<file path="config.mk">
export PLATFORM = sky130hd
export DESIGN_NAME = dsp_adc_sample_source
export DESIGN_NICKNAME = d
export VERILOG_FILES = /design/src/rtl/dsp_adc_sample_source.sv
export SDC_FILE = /design/constraint.sdc
export NUM_CORES = 1
export LEC_CHECK = 0
export ABC_AREA = 0
export BUFFER_PORTS_ARGS = -buffer_cell sky130_fd_sc_hd__buf_2
export CAP_MARGIN = 20
export CORE_MARGIN = 10
export CORE_UTILIZATION = 25
export DETAILED_ROUTE_END_ITERATION = 6
export SETUP_SLACK_MARGIN = 0.4
export SLEW_MARGIN = 10
export SYNTH_ARGS = -nofsm -noshare
export SYNTH_HDL_FRONTEND = slang
export SYNTH_SLANG_ARGS = --single-unit
</file>
<file path="constraint.sdc">
create_clock -name sys_clk -period 2.95 [get_ports sys_clk]
set_clock_uncertainty 0.2 [all_clocks]
set_input_delay 0.885 -clock sys_clk [delete_from_list [all_inputs] [get_ports sys_clk]]
set_output_delay 0.885 -clock sys_clk [all_outputs]
set_load 0.02 [all_outputs]
</file>
<file path="src/rtl/dsp_adc_sample_source.sv">
// -----------------------------------------------------------------------------
// dsp_adc_sample_source
//
// Sample-producing front end for the Goertzel magnitude path. A free-running
// tick counter paces conversions from an external 8-bit SPI ADC. Each frame
// is shifted in over SPI (SCLK idles high, MISO sampled on SCLK rising).
// Each finished frame is published as a one-cycle adc_data_ready strobe.
// adc_data_in holds that sample until the next strobe. The first
// WARMUP_FRAMES conversions after enable are dummies. adc_rdy tells the DSP
// that the stream is now valid.
//
// Build option:
//   DSP_ADC_TWOS_COMP_EN  defined   -> the MSB of each sample is inverted
//                                      (offset binary -> two's complement)
//                         undefined -> the sample is published as unsigned
//
// Ports:
//   sys_clk         in   system clock, rising edge
//   sys_rst         in   asynchronous active-high reset
//   enable          in   run conversions
//   adc_miso        in   ADC serial data, MSB first
//   adc_cs_n        out  ADC chip select, active low
//   adc_sclk        out  SPI clock, idle high
//   adc_data_ready  out  one-cycle strobe, new sample on adc_data_in
//   adc_data_in     out  last published sample (B_W bits)
//   adc_rdy         out  warm-up complete, sample stream valid
//   sample_overrun  out  sticky, a tick arrived while a frame was running
// -----------------------------------------------------------------------------
module dsp_adc_sample_source #(
  parameter int B_W           = 8,
  parameter int FRAME_BITS    = 16,
  parameter int LEAD_BITS     = 3,
  parameter int SCLK_DIV      = 4,
  parameter int SAMPLE_DIV    = 400,
  parameter int WARMUP_FRAMES = 2
) (
  input  logic           sys_clk,
  input  logic           sys_rst,
  input  logic           enable,
  input  logic           adc_miso,
  output logic           adc_cs_n,
  output logic           adc_sclk,
  output logic           adc_data_ready,
  output logic [B_W-1:0] adc_data_in,
  output logic           adc_rdy,
  output logic           sample_overrun
);

  // ---------------------------------------------------------------------------
  // Counter widths. Each width is at least 1 bit, so degenerate parameter
  // values (SCLK_DIV=1, WARMUP_FRAMES=0) still give legal vectors.
  // ---------------------------------------------------------------------------
  localparam int TICK_W = (SAMPLE_DIV > 2) ? $clog2(SAMPLE_DIV) : 1;
  localparam int DIV_W  = $clog2(SCLK_DIV + 1);
  localparam int BIT_W  = $clog2(FRAME_BITS + 1);
  localparam int WARM_W = (WARMUP_FRAMES > 0) ? $clog2(WARMUP_FRAMES + 1) : 1;

  localparam logic [TICK_W-1:0] TICK_LAST = TICK_W'(SAMPLE_DIV - 1);
  localparam logic [DIV_W-1:0]  DIV_LAST  = DIV_W'(SCLK_DIV - 1);
  localparam logic [BIT_W-1:0]  BIT_LAST  = BIT_W'(FRAME_BITS - 1);
  localparam logic [WARM_W-1:0] WARM_FULL = WARM_W'(WARMUP_FRAMES);
  localparam logic [WARM_W-1:0] WARM_LAST = WARM_W'((WARMUP_FRAMES > 0) ? WARMUP_FRAMES - 1 : 0);

  // The capture window is a constant mask that bit_cnt indexes. The mask
  // covers every value bit_cnt can encode, so the lookup can never go out of
  // range.
  localparam int BIT_SPAN = 1 << BIT_W;

`ifdef DSP_ADC_TWOS_COMP_EN
  localparam bit TWOS_COMP = 1'b1;
`else
  localparam bit TWOS_COMP = 1'b0;
`endif

  typedef enum logic [1:0] {
    IDLE,
    CS_SETUP,
    SHIFT,
    DONE
  } state_t;

  state_t              state_reg;
  logic [TICK_W-1:0]   tick_cnt_reg;
  logic [DIV_W-1:0]    div_cnt_reg;
  logic [BIT_W-1:0]    bit_cnt_reg;
  logic [WARM_W-1:0]   warm_cnt_reg;
  logic [B_W-1:0]      shift_reg;
  logic                frame_live_reg;   // this frame is published when it ends
  logic                cs_n_reg;
  logic                sclk_reg;
  logic                ready_reg;
  logic [B_W-1:0]      data_reg;
  logic                rdy_reg;
  logic                overrun_reg;

  logic                tick;
  logic                in_window;
  logic [BIT_SPAN-1:0] capture_mask;
  logic [B_W-1:0]      pub_val;

  // ---------------------------------------------------------------------------
  // Constant capture mask: bit gi is set when rising edge number gi+1 carries
  // a data bit (after the LEAD_BITS leading bits, for B_W bits).
  // ---------------------------------------------------------------------------
  for (genvar gi = 0; gi < BIT_SPAN; gi++) begin : g_capture_mask
    assign capture_mask[gi] = (gi >= LEAD_BITS) && (gi < LEAD_BITS + B_W);
  end

  assign in_window = capture_mask[bit_cnt_reg];

  // ---------------------------------------------------------------------------
  // Publication format. When the build option is on, only the top bit is
  // flipped; that is the whole offset-binary to two's-complement mapping.
  // ---------------------------------------------------------------------------
  for (genvar gi = 0; gi < B_W; gi++) begin : g_pub_val
    if ((gi == B_W - 1) && TWOS_COMP) begin : g_flip
      assign pub_val[gi] = ~shift_reg[gi];
    end else begin : g_pass
      assign pub_val[gi] = shift_reg[gi];
    end
  end

  // A tick fires on the SAMPLE_DIV-th consecutive enabled cycle.
  assign tick = enable && (tick_cnt_reg == TICK_LAST);

  // ---------------------------------------------------------------------------
  // Sequencer: tick pacing, SPI frame FSM, warm-up tracking and status flags.
  // ---------------------------------------------------------------------------
  always_ff @(posedge sys_clk or posedge sys_rst) begin
    if (sys_rst) begin
      state_reg      <= IDLE;
      tick_cnt_reg   <= '0;
      div_cnt_reg    <= '0;
      bit_cnt_reg    <= '0;
      warm_cnt_reg   <= '0;
      shift_reg      <= '0;
      frame_live_reg <= 1'b0;
      cs_n_reg       <= 1'b1;
      sclk_reg       <= 1'b1;
      ready_reg      <= 1'b0;
      data_reg       <= '0;
      rdy_reg        <= 1'b0;
      overrun_reg    <= 1'b0;
    end else begin
      ready_reg <= 1'b0;

      // Tick pacing. Dropping enable restarts the interval, so the first tick
      // after enable always comes a full SAMPLE_DIV cycles later.
      if (!enable || (tick_cnt_reg == TICK_LAST)) begin
        tick_cnt_reg <= '0;
      end else begin
        tick_cnt_reg <= tick_cnt_reg + 1'b1;
      end

      // A tick seen outside IDLE (including the DONE cycle) is lost.
      if (tick && (state_reg != IDLE)) begin
        overrun_reg <= 1'b1;
      end

      case (state_reg)
        IDLE: begin
          if (tick) begin
            cs_n_reg       <= 1'b0;
            div_cnt_reg    <= '0;
            bit_cnt_reg    <= '0;
            // Publication is decided when the frame starts. Then a frame
            // already in flight still completes if enable drops, which
            // clears the warm-up count.
            frame_live_reg <= (warm_cnt_reg == WARM_FULL);
            state_reg      <= CS_SETUP;
          end
        end

        CS_SETUP: begin
          if (div_cnt_reg == DIV_LAST) begin
            div_cnt_reg <= '0;
            sclk_reg    <= 1'b0;
            state_reg   <= SHIFT;
          end else begin
            div_cnt_reg <= div_cnt_reg + 1'b1;
          end
        end

        SHIFT: begin
          if (div_cnt_reg == DIV_LAST) begin
            div_cnt_reg <= '0;
            if (!sclk_reg) begin
              // Low-to-high SCLK: the ADC has had a full half-period to
              // settle MISO, so this is the sampling point.
              sclk_reg    <= 1'b1;
              bit_cnt_reg <= bit_cnt_reg + 1'b1;
              if (in_window) begin
                shift_reg <= {shift_reg[B_W-2:0], adc_miso};
              end
              if (bit_cnt_reg == BIT_LAST) begin
                state_reg <= DONE;
              end
            end else begin
              sclk_reg <= 1'b0;
            end
          end else begin
            div_cnt_reg <= div_cnt_reg + 1'b1;
          end
        end

        DONE: begin
          cs_n_reg  <= 1'b1;
          state_reg <= IDLE;
          if (frame_live_reg) begin
            data_reg  <= pub_val;
            ready_reg <= 1'b1;
          end
        end

        default: begin
          state_reg <= IDLE;
        end
      endcase

      // Warm-up tracking. Only dummy frames that end while enable is high
      // count. adc_rdy rises together with the last dummy frame's DONE.
      if (!enable) begin
        warm_cnt_reg <= '0;
        rdy_reg      <= 1'b0;
      end else if (WARMUP_FRAMES == 0) begin
        rdy_reg <= 1'b1;
      end else if ((state_reg == DONE) && !frame_live_reg &&
                   (warm_cnt_reg != WARM_FULL)) begin
        warm_cnt_reg <= warm_cnt_reg + 1'b1;
        if (warm_cnt_reg == WARM_LAST) begin
          rdy_reg <= 1'b1;
        end
      end
    end
  end

  assign adc_cs_n       = cs_n_reg;
  assign adc_sclk       = sclk_reg;
  assign adc_data_ready = ready_reg;
  assign adc_data_in    = data_reg;
  assign adc_rdy        = rdy_reg;
  assign sample_overrun = overrun_reg;

endmodule

</file>
=== Word level (Yosys, flattened, before mapping) ===
Memories as Yosys holds them, arrays and structs flattened.
Cells that the tools add are included.

* Flip-flop bits (word level): 43
* Bits in read-only memories: 32
* Input bits: 4
* Output and inout port bits: 13
* Word-level logic and storage cells: 87
* Memories: 1

{| class="wikitable"
|+ Memories
! memory !! words !! bits a word !! read ports !! clocked after memory_dff !! wr ports !! line !! source
|-
| (name not given) || 32 || 1 || 1 || 0 || 0 || 109 || <nowiki>assign in_window = capture_mask[bit_cnt_reg];</nowiki>
|}

* Add/sub/neg operators: 4
* Order comparisons: 1
* Equal/unequal tests: 16
* Multiplexer cells: 28
* Bitwise logic cells: 1
* Reduce and logical (&&, ||, !) cells: 23

{| class="wikitable"
|+ Operator list
! cell !! number
|-
| $mux W5 || 3
|-
| $mux W2 || 7
|-
| $ne A2 B2 Y1 const B || 6
|-
| $mux W1 || 10
|-
| $pmux W5 S2 || 1
|-
| $reduce_and A2 Y1 || 5
|-
| $reduce_bool A2 Y1 || 5
|-
| $add A9 B1 Y9 const B || 1
|-
| $eq A9 B9 Y1 const B || 1
|-
| $mux W9 || 1
|-
| $pmux W2 S4 || 1
|-
| $reduce_and A4 Y1 || 2
|-
| $eq A2 B2 Y1 const B || 3
|-
| $lt A5 B6 Y1 const B || 1
|-
| $mux W3 || 2
|-
| $pmux W3 S2 || 1
|-
| $add A5 B1 Y5 const B || 1
|-
| $eq A5 B4 Y1 const B || 1
|-
| $reduce_and A5 Y1 || 1
|-
| $eq A2 B1 Y1 const B || 2
|-
| $logic_and A1 B1 Y1 || 4
|-
| $ne A2 B1 Y1 const B || 2
|-
| $pmux W1 S2 || 2
|-
| $add A3 B1 Y3 const B || 1
|-
| other kinds (8) || 9
|}

=== Depth between registers and ports, before layout ===
* Word-level depth: 5
* Gate-level depth with buffers: 7
* Gate-level depth less buffers: 7

=== Least setup slack after synthesis ===
OpenSTA, ideal clock, no wires.

* Path kind: input-to-reg
* Start: input port enable
* End: register state_reg[1]
* Setup time: 125 ps
* Data arrival time: 1894 ps
* Data required time: 2625 ps
* Setup slack: 730 ps
* Stages on the path: 5
* Buffers on the path: 1
* Cell sequence: inv_1 > o41ai_4 > buf_6 > o21ai_4 > mux2_4

* Word-level cells in the longest chain between the ends: 3

{| class="wikitable"
|+ Ends and longest elaborated chain
! element !! line !! source
|-
| start: declaration || 39 || <nowiki>input logic enable,</nowiki>
|-
| $logic_and A1 B1 Y1 || 124 || <nowiki>assign tick = enable && (tick_cnt_reg == TICK_LAST);</nowiki>
|-
| $ne A2 B2 Y1 (no source line) || - ||
|-
| $reduce_and A5 Y1 (no source line) || - ||
|-
| end signal: assignment || 131 || <nowiki>state_reg <= IDLE;</nowiki>
|-
| end signal: assignment || 170 || <nowiki>state_reg <= CS_SETUP;</nowiki>
|-
| end signal: assignment || 178 || <nowiki>state_reg <= SHIFT;</nowiki>
|-
| end: declaration || 82 || <nowiki>state_t state_reg;</nowiki>
|}

Every way passes these cells.
A chain may end at the register's enable or synchronous reset.

=== Worst setup path in the final report ===
* Start: register div_cnt_reg[0]
* End: register shift_reg[6] (netlist: pub_val[6])

* Word-level cells in the longest chain between the ends: 2

{| class="wikitable"
|+ Ends and longest elaborated chain
! element !! line !! source
|-
| start: declaration || 84 || <nowiki>logic [DIV_W-1:0] div_cnt_reg;</nowiki>
|-
| start signal: assignment || 180 || <nowiki>div_cnt_reg <= div_cnt_reg + 1'b1;</nowiki>
|-
| start signal: assignment || 202 || <nowiki>div_cnt_reg <= div_cnt_reg + 1'b1;</nowiki>
|-
| $eq A3 B2 Y1 || 185 || <nowiki>if (div_cnt_reg == DIV_LAST) begin</nowiki>
|-
| $reduce_and A4 Y1 (no source line) || - ||
|-
| end signal: assignment || 193 || <nowiki>shift_reg <= {shift_reg[B_W-2:0], adc_miso};</nowiki>
|-
| end: declaration || 87 || <nowiki>logic [B_W-1:0] shift_reg;</nowiki>
|}

Every way passes these cells.

==> metrics.csv <==
metric,value,unit
antenna_cells,0,
p_leak,1.19,nW
antenna_found_initial,0,
area.growth.synth_to_final,16.6,%
p_per_area,472,nW/um^2
place_congestion,0.799,
routedWlPerCell,13.2,um
numCtsBuffers,5,
worstSkewPairLatency,300,ps
drc,0,
cp_max_fo,8,
clk_pin_slew,80,ps
synth_flop_cell,dfrtp_1,
ant_nets,0,
maxSlewViolCount,0,
holdWs,271,ps
synth_edf_count,0,
cts_setup_buffers,0,
finalCriticalPeriod,2280,ps
start_util,25.7,%
drtIter0Drc,59,
largest_reg_flops,9,
place.port_buffers,16,
fin_crit_sh,77.5,%
startpoint_type,register,
dp_cells,298,
fin_area,2460,sq um
combPwrFrac,2.2,%
synthArstFlopShare,100,%
max-cap-violations,0,
synthCells,176,
outcome,"complete, no violations",
critical_path_class,reg -> reg,
finalPower,1.16,mW
seqPwrFrac,51.2,%
grt_pass1_vias,1433,
dr.pass1.iters,4,
max_freq,0.438,GHz
die_x,112,um
ir_worst_vdd,0.265,mV
synth_area_leader_cell,dfrtp_1,
cts_resized,0,
grt_pass1_wl,7.04,mm
postSynthAreaPerCell,12.0,sq um
cts-root-buf,clkbuf_8,
placed_area,2330,sq um
netlist_area,2110,sq um
synth_seq_cells,43,
fillers,844,
ys_seq_area_share,51.1,%
mappedNetlistNets,193,
endpoint_kind,register,
clock_sinks,43,
clockBufferDepth,2,
synth.top_cell.area_share,48.6,%
yosys_warnings,0,
die-area,12500,sq um
overflow,0,
cp.arrival,2270,ps
p_int,0.938,mW
fin_cells,306,
required,2930,ps
num_vias,1340,
grt_max_degree,44,
synth_cell_types,47,
dieHeight,112,um
fin_nets,217,
relSlewSlack,54.8,%
cts_tree,done,
ys_top_cells_by_count,"dfrtp_1 (41), mux2_2 (18), nor2_1 (14)",
ioPinCount,17,
grt.total_usage,6.65,%
switching_share,19.4,%
p_sw,0.225,mW
synth.most_common_cell,dfrtp_1,
viasPerCell,4.38,
setup_tns,0,ps
hp-class,reg -> reg,
drt-total-wl,4.05,mm
rsz0062_at_grt,false,
cts_max_level,2,
setup_viol,0,
rows,33,
dp_hpwl,2.95,mm
power_frac_clock,46.6,%
finalHoldViolCount,0,
core_area,8220,sq um
holdBufCountCts,0,
yosys-top-cells-area,"dfrtp_1 (49%), mux2_2 (9.6%), ha_1 (7.7%)",
drive_gt1_share,31.3,%
worstMarginPinSlew,672,ps
[per-layer routing]
metal / vias up / GRT usage, % / part of all wire, %
met5: - / 0 / 0
met4: 0 / 2.31 / 1.2
met3: 4 / 1.93 / 3.2
met2: 18 / 10.5 / 48
met1: 655 / 8.39 / 48
li1: 663 / - / -
[cell families after synthesis]
kind of cell,count (synthesis),synth area share [%]
AND/OR/NAND/NOR,50,13.7
flip-flops,43,51.1
AO/OA/AOI/OAI,29,11.3
multiplexers,20,10.8
buffers and inverters,15,3.02
adder cells (fa/ha/maj),13,7.70
XOR/XNOR,6,2.49
[power groups by stage]
stage          Combinational [mW]  Sequential [mW]  Clock [mW]
2_1_floorplan              0.0171            0.606           0
3_3_place_gp               0.0262            0.607           0
3_5_place_dp               0.0266            0.607           0
4_1_cts                    0.0266            0.596       0.555
5_1_grt                    0.0298            0.596       0.579
6_report                   0.0252            0.595       0.542
[worst max-delay path: stages (launching register included)]
cell and delay, ps:
dfrtp_1 370, ha_1 210, nor3b_2 370, nand2_1 190, nor3_4 430, mux2_2 390
[worst paths after layout]
check	to	slack, ps	cells after the start	from
setup reg to reg	pub_val[6]	670	5	div_cnt_reg[0]
hold reg to reg	tick_cnt_reg[0]	270	1	tick_cnt_reg[0]
setup / recovery	pub_val[6]	670	5	div_cnt_reg[0]
hold / removal	tick_cnt_reg[0]	270	1	tick_cnt_reg[0]
min in group asynchronous	tick_cnt_reg[6]	510	3	sys_rst
max in group asynchronous	adc_sclk	1670	3	sys_rst
[metrics by stage]
step / util, % / setup WS, ps
final: 30.0 / 665
after global routing: 30.0 / 401
after CTS: 30.0 / 623
after detailed placement: 28.4 / 493
after global placement: 28.4 / 507
after floorplan: - / 730
[cell usage in the layout (no fill, tap or decap), types with 2 or more instances in the layout]
cell type	instances
nor3_1	4
inv_1	12
a21oi_1	5
and3_1	3
nor2_1	14
a31oi_1	3
a221o_2	2
nor3b_1	2
mux2_2	18
ha_1	13
dfstp_2	2
a21boi_0	2
clkbuf_8	5
nand2_1	10
dfrtp_1	41
bufinv_16	2
o2bb2ai_1	2
o21ai_0	4
and2_1	2
buf_4	3
o31ai_1	2
buf_2	16
o21ai_2	2
xnor2_1	5
[final cells by class]
class                   instances  area (sq um)  share of cell area (%)
well taps                     105           131                    5.33
clock buffers                   6          72.6                    2.95
clock inverters                 2          60.1                    2.44
repair buffers                 19           103                    4.16
multi-input cells             118           970                    39.4
inverters                      13          48.8                    1.98
flip-flops and latches         43          1080                    43.8
Power figures use the tool's default switching activity.
